[src/rtl/integrate_dump_accumulator.sv]
// integrate_dump_accumulator
//   Sums a programmable number of signed samples per window, emits one window
//   result through a one-entry valid/ready output register, then restarts from
//   zero. Accumulation either wraps or saturates per sat_i.
//
//   Optional build macro: INTEGRATE_DUMP_ROUND_SHIFT_EN
//     defined   -> data_o = sat((total + 2^(SHIFT-1)) >>> SHIFT), no added latency
//     undefined -> data_o = raw window total, SHIFT ignored
//
// Ports
//   clk_i       rising-edge clock
//   rst_n_i     asynchronous active-low reset
//   en_i        enable; low flushes the window and any pending output
//   dump_len_i  samples per window (0 behaves as 1), latched at window start
//   sat_i       1 = saturating accumulate, 0 = wrap
//   data_i      signed input sample
//   valid_i     input sample valid
//   ready_o     input can accept a sample (combinational from ready_i)
//   data_o      signed window result
//   sat_o       saturation occurred in the window of data_o
//   valid_o     output valid
//   ready_i     downstream accepts output
module integrate_dump_accumulator #(
  parameter int I_BW   = 5,
  parameter int O_BW   = 12,
  parameter int CNT_BW = 8,
  parameter int SHIFT  = 0
) (
  input  logic              clk_i,
  input  logic              rst_n_i,
  input  logic              en_i,
  input  logic [CNT_BW-1:0] dump_len_i,
  input  logic              sat_i,
  input  logic [I_BW-1:0]   data_i,
  input  logic              valid_i,
  output logic              ready_o,
  output logic [O_BW-1:0]   data_o,
  output logic              sat_o,
  output logic              valid_o,
  input  logic              ready_i
);

  localparam logic [O_BW-1:0] MAX_VAL = {1'b0, {(O_BW-1){1'b1}}};
  localparam logic [O_BW-1:0] MIN_VAL = {1'b1, {(O_BW-1){1'b0}}};

  logic [O_BW-1:0]   acc;
  logic [CNT_BW-1:0] cnt;
  logic [CNT_BW-1:0] len_q;
  logic              win_sat;

  logic [CNT_BW-1:0] len_eff;
  logic              last;
  logic              accept;
  logic [O_BW:0]     sum;
  logic              ovf;
  logic              ovf_sat;
  logic [O_BW-1:0]   acc_nxt;
  logic [O_BW-1:0]   out_val;

  // At window start the live dump_len_i is used so the first sample already
  // sees the new length; afterwards the latched copy rules the window.
  assign len_eff = (cnt == '0) ? ((dump_len_i == '0) ? CNT_BW'(1) : dump_len_i)
                               : len_q;
  assign last    = (cnt == len_eff - CNT_BW'(1));

  // Only the closing sample needs the output register, so stall just that one.
  assign ready_o = en_i & ~(valid_o & ~ready_i & last);
  assign accept  = valid_i & ready_o;

  assign sum     = {acc[O_BW-1], acc} + {{(O_BW+1-I_BW){data_i[I_BW-1]}}, data_i};
  assign ovf     = sum[O_BW] ^ sum[O_BW-1];
  assign ovf_sat = sat_i & ovf;

  always_comb begin
    acc_nxt = sum[O_BW-1:0];
    if (ovf_sat) acc_nxt = sum[O_BW] ? MIN_VAL : MAX_VAL;
  end

`ifdef INTEGRATE_DUMP_ROUND_SHIFT_EN
  // Round half up on the window total (post wrap/saturate), one guard bit
  // so the rounding add cannot overflow before the shift.
  localparam int            RND_POS = (SHIFT > 0) ? SHIFT - 1 : 0;
  localparam logic [O_BW:0] RND     = (SHIFT > 0) ? ((O_BW+1)'(1) << RND_POS) : '0;

  logic signed [O_BW:0] rnd_sum;
  logic signed [O_BW:0] shifted;

  assign rnd_sum = $signed({acc_nxt[O_BW-1], acc_nxt} + RND);
  assign shifted = rnd_sum >>> SHIFT;

  always_comb begin
    out_val = shifted[O_BW-1:0];
    if (shifted[O_BW] ^ shifted[O_BW-1]) out_val = shifted[O_BW] ? MIN_VAL : MAX_VAL;
  end
`else
  assign out_val = acc_nxt;
`endif

  always_ff @(posedge clk_i or negedge rst_n_i) begin
    if (!rst_n_i) begin
      acc     <= '0;
      cnt     <= '0;
      len_q   <= '0;
      win_sat <= 1'b0;
      data_o  <= '0;
      sat_o   <= 1'b0;
      valid_o <= 1'b0;
    end else if (!en_i) begin
      // Synchronous flush: window and pending output are dropped.
      acc     <= '0;
      cnt     <= '0;
      win_sat <= 1'b0;
      valid_o <= 1'b0;
    end else begin
      if (accept) begin
        if (cnt == '0) len_q <= len_eff;
        if (last) begin
          acc     <= '0;
          cnt     <= '0;
          win_sat <= 1'b0;
          data_o  <= out_val;
          sat_o   <= win_sat | ovf_sat;
          valid_o <= 1'b1;
        end else begin
          acc     <= acc_nxt;
          cnt     <= cnt + CNT_BW'(1);
          win_sat <= win_sat | ovf_sat;
        end
      end
      // A transfer without a same-cycle completion empties the register.
      if (!(accept && last) && valid_o && ready_i) valid_o <= 1'b0;
    end
  end

endmodule
[config.mk]
export PLATFORM = sky130hd
export DESIGN_NAME = integrate_dump_accumulator
export DESIGN_NICKNAME = d
export VERILOG_FILES = /design/src/rtl/integrate_dump_accumulator.sv
export SDC_FILE = /design/constraint.sdc
export NUM_CORES = 1
export LEC_CHECK = 0
export BUFFER_PORTS_ARGS = -buffer_cell sky130_fd_sc_hd__buf_2
export CORE_ASPECT_RATIO = 0.9
export CORE_MARGIN = 2
export CORE_UTILIZATION = 40
export CTS_CLUSTER_SIZE = 12
export DETAILED_ROUTE_END_ITERATION = 12
export PLACE_DENSITY_LB_ADDON = 0.1
export RECOVER_POWER = 25
export SLEW_MARGIN = 20
export SYNTH_ARGS = -nofsm -noshare
export SYNTH_HDL_FRONTEND = slang
export SYNTH_SLANG_ARGS = --single-unit
[constraint.sdc]
create_clock -name clk_i -period 5.46 [get_ports clk_i]
set_clock_uncertainty 0.2 [all_clocks]
set_input_delay 0.273 -clock clk_i [delete_from_list [all_inputs] [get_ports clk_i]]
set_output_delay 0.273 -clock clk_i [all_outputs]
set_load 0.01 [all_outputs]
======== Word-level counts from Yosys, hierarchy flattened ========
Index checks and enable logic that the tools add are counted.
W data, S select, Z words.
word-level totals
  output and inout bits ................... 15
  input bits .............................. 19
  register bits ........................... 43
  logic and storage cells ................. 49
cells by class
  mux-type cells .......................... 17
  $add $sub $neg .......................... 3
  reductions and logical operators ........ 9
  bitwise operators ....................... 9
  eq/ne operators ......................... 4
operators by type and width
  operator               count
  $mux W12               5
  $mux W8                5
  $logic_not A8 Y1       2
  $add A12 B5 Y13        1
  $add A8 B1 Y8 const B  1
  $eq A8 B8 Y1           1
  $sub A8 B1 Y8 const B  1
  $mux W1                7
  $ne A3 B1 Y1 const B   2
  $reduce_and A3 Y1      2
  $and A1 B1 Y1          5
  $logic_and A1 B1 Y1    3
  $ne A2 B1 Y1 const B   1
  $not A1 Y1             2
  $reduce_and A2 Y1      1
  $logic_not A1 Y1       1
  $or A1 B1 Y1           1
  $xor A1 B1 Y1          1

======== Depth between registers and ports, before layout ========
  word-level depth ........................ 15
  mapped depth ............................ 17
  gate-level depth less buffers ........... 14

======== Least setup slack after synthesis ========
OpenSTA, ideal clock, no wires.
  path kind ............................... register to register
  start point ............................. register cnt[0]
  end point ............................... register data_o[0]
  required time ........................... 5135 ps
  path slack .............................. 1478 ps
  buffers on the path ..................... 3
  library setup time ...................... 125 ps
  cell stages (with the launch flop) ...... 18
  clock period less this slack ............ 3982 ps
  data arrival time ....................... 3657 ps
  path through ............................ dfrtp_1 inv_1 ha_1 or4b_4 buf_6 nor2_4 nor2_1 a21oi_1 ha_1 nand3b_1 xnor2_1 mux2i_1 nand4_1 or3_4 or3_1 buf_2 buf_6 mux2_4
between the ends
  cells in the longest elaborated chain, start to end .. 9
RTL lines
  element                          RTL line  source
  start: declaration               47        logic [CNT_BW-1:0] cnt;
  start signal: assignment         126       cnt <= cnt + CNT_BW'(1);
  $logic_not A8 Y1                 62        assign len_eff = (cnt == '0) ? ((dump_len_i == '0) ? CNT_BW'(1) : dump_len_i)
  $mux W8                          62
  $sub A8 B1 Y8                    64        assign last = (cnt == len_eff - CNT_BW'(1));
  $eq A8 B8 Y1 (*)                 64
  $and A1 B1 Y1                    67        assign ready_o = en_i & ~(valid_o & ~ready_i & last);
  $not A1 Y1                       67
  $and A1 B1 Y1                    67
  $and A1 B1 Y1                    68        assign accept = valid_i & ready_o;
  $reduce_and A3 Y1 (no line) (*)  --
  end signal: assignment           121       data_o <= out_val;
  end: declaration                 37        output logic [O_BW-1:0] data_o,
Mark *: on every way between the ends. The rest lies on a longest branch, timed or not.
A chain may end at the register's enable or synchronous reset.

======== Worst setup path in the final report ========
Same ends and word-level chain as after synthesis.

==> results by group <==
Synth
  – Net Count, Synth: ~360
  – Synth top area cells: dfrtp_1 (35%), ha_1 (6.1%), o2bb2ai_1 (4.9%), mux2_2 (4.1%), nor2_1 (3.9%)
  – Flops & latches, synth: 43
  – Post-synth EDFFs: 0
  – Mean Syn Cell Area: 9.49 um2
  – Yosys warns: 0
  – Syn Inst Count: ~320
  – Post-synth top area cell: dfrtp_1
  – Yosys top cell area share: a little over a third
  – Mapped Area: between 3000 and 4000 um2
  – Sequential fraction of the synthesis area: a little over a third
  – Ys async rst share: 100%
  – Post-synth cell types: 60
  – Ys flop type: dfrtp_1

Setup path
  – Critical path startpoint category: register
  – Crit-path slowest cell: or3_1
  – WP data arrival: around 4500 ps
  – Levels on crit path: 14
  – Crit-path cells: inv_1, ha_1, or4b_4, nor2_4, nor2_1, a21oi_1, ha_1, nand3b_1, xnor2_1, mux2i_1, nand4_1, or3_4, or3_1, mux2_4
  – CP dominant cell by count: ha_1
  – Critical Path Fanout Max: 15
  – Critical path's largest stage delay: roughly 640 ps
  – Crit path required time: ~5400 ps
  – Cell family with the largest share of critical-path delay: simple AND/OR/NAND/NOR gates
  – CP Class: reg -> reg
  – CP endpoint kind: register
  – Crit path buffers/inverters: 1
  – Reg2reg path depth: 14

Drt
  – Drt wl/cell: roughly 17 um
  – Via count: between 2000 and 3000
  – 1st-pass router iterations: 4
  – Antenna-violating nets left: 0
  – Iteration-0 DRC Markers: about 120
  – Via density: between 5 and 6
  – Drt drc: 0
  – Routed WL: around 7600 um

Outcome
  – Failing checks: capacitance limit, slew limit
  – Status: complete, but fails checks

Power and ir drop
  – Peak supply drop: 125 uV
  – Power Total: approximately 1.2 mW
  – PwrDens: 360 nW/um2
  – Pleak: 1.60 nW

GRT
  – Largest net degree at the start of global routing: 44
  – Initial antenna violation count: 0
  – Vias in the first global route: between 2000 and 3000
  – Total gr overflow: 0
  – GRT Total Usage: 19.9%
  – First-pass GRT wire length: between 10000 and 15000 um

Layout
  – Diode count: 0
  – Number of fillers in the final layout: 743
  – Nets: between 300 and 400
  – Share of cells above drive strength 1: between 15 and 20%
  – P&R area growth vs syn: 11.8%

CTS
  – # H-tree levels: 2
  – Clock sink count: 43
  – CTS tree: built
  – Skew-Pair Late Insertion Delay: about 300 ps
  – Worst-path clk slew: 80 ps
  – Root Driver: clkbuf_8
  – Num CTS Buffers: 5
  – Longest Clk Path Bufs: 2
  – Postcts setup bufs: 0

STA
  – Setup TNS Final: 0 ps
  – Max-slew headroom: -59.5%
  – Max Slew Vio Count: 44
  – Hold_ws: between 40 and 50 ps
  – Fmax: ~220 MHz
  – Final hold viol count: 0
  – Worst setup margin: ~990 ps
  – Worst-Margin Slew: 2390 ps
  – Post-route minimum period: 4470 ps
  – # setup viols final: 0
  – Part of the cycle the worst path needs: around 80%
  – RSZ-0062 raised after global routing: false

Placement
  – Port Buffers: 33
  – Routability cong.: just under 0.9
  – Setup WS pre-CTS: 1010 ps
  – HPWL after detailed placement: 5650 um

Floorplanning
  – Initial core utilization: between 40% and 50%
  – Core area: approximately 7500 um2
  – Chip Width: a little under 100 um
  – Die Ht: between 80 and 90 um
  – Die area: approximately 8400 um2
  – I/O pin cnt: 34
  – Site row count: 30

Hold path
  – WHS Path Cells: 2
  – Hold Path Class: in -> reg

Flow run
  – Number of max-cap violations: 1
worst paths after layout:
path	to	from	slack [ps]
min in group asynchronous	data_o[4]	rst_n_i	1050
setup reg to reg	data_o[0]	cnt[0]	990
hold reg to reg	acc[0]	acc[0]	300
max in group asynchronous	cnt[6]	rst_n_i	2660
hold / removal	len_q[7]	dump_len_i[7]	50
setup / recovery	data_o[0]	cnt[0]	990
registers in the layout (all words and copies together) (netlist names):
| signal | cells |
|---|---|
| acc | 12 |
| data_o | 12 |
| cnt | 8 |
| len_q | 8 |
| sat_o | 1 |
| valid_o | 1 |
| win_sat | 1 |
kinds of logic after synthesis:
logic type / synth area share (%)
buffers and inverters: 4.01
multiplexers: 6.34
AND/OR/NAND/NOR: 21.2
XOR/XNOR: 6.02
AO/OA/AOI/OAI: 20.4
adder cells (fa/ha/maj): 6.79
flip-flops: 35.2
timing repair:
action                    in CTS  in global routing
hold endpoints to repair      43                  0
hold buffers                   1                  0
resized for setup              0                  0
routing by layer:
layer	GRT usage [%]	vias to the layer above	share of wire (%)
met1	31.0	1254	53
li1	-	1261	-
met3	3.55	4	5.1
met4	4.29	0	0.61
met5	0	-	0
met2	28.5	62	42
report_power, final:
part	total (mW)	internal (mW)	switching, mW
clock	0.260	0.148	0.112
sequential	0.439	0.385	0.0543
combinational	0.531	0.233	0.298
total	1.23	0.766	0.465
synthesized netlist by cell type, types with 6 or more instances:
master,number
dfrtp_1,43
o2bb2ai_1,17
a21oi_1,15
nor2b_1,6
nand3_1,6
mux2_2,11
nor2_1,32
xnor2_1,12
xor2_1,9
clkbuf_1,10
nand2_1,16
ha_1,15
a21o_1,9
inv_1,10
o21ai_0,9
a21boi_0,6
cell type report:
class | instances | area, um2 | area share [%]
clock buffer | 6 | 82.6 | 2.42
clock inverter | 2 | 35.0 | 1.03
inverter | 10 | 37.5 | 1.10
multi-input combinational | 253 | 1860 | 54.5
sequential | 43 | 1080 | 31.5
tap | 96 | 120 | 3.52
timing repair buffer | 38 | 204 | 5.97
cell usage in the layout (no fill, tap or decap), drive strengths merged, types with 10 or more instances in the layout:
cell / Yosys / layout
a21oi: 15 / 15
buf: 6 / 36
dfrtp: 43 / 43
ha: 15 / 15
inv: 10 / 10
mux2: 13 / 13
nand2: 16 / 16
nor2: 33 / 33
o2bb2ai: 17 / 17
xnor2: 12 / 12
stage by stage:
stage               instances  instance area (um2)  util [%]
floorplan                 322                 3060         -
global placement          439                 3290      44.0
detailed placement        439                 3290      44.0
CTS                       448                 3410      45.7
global route              448                 3420      45.7
finish                    448                 3420      45.7
No activity file was read; power rests on OpenSTA's default activity.
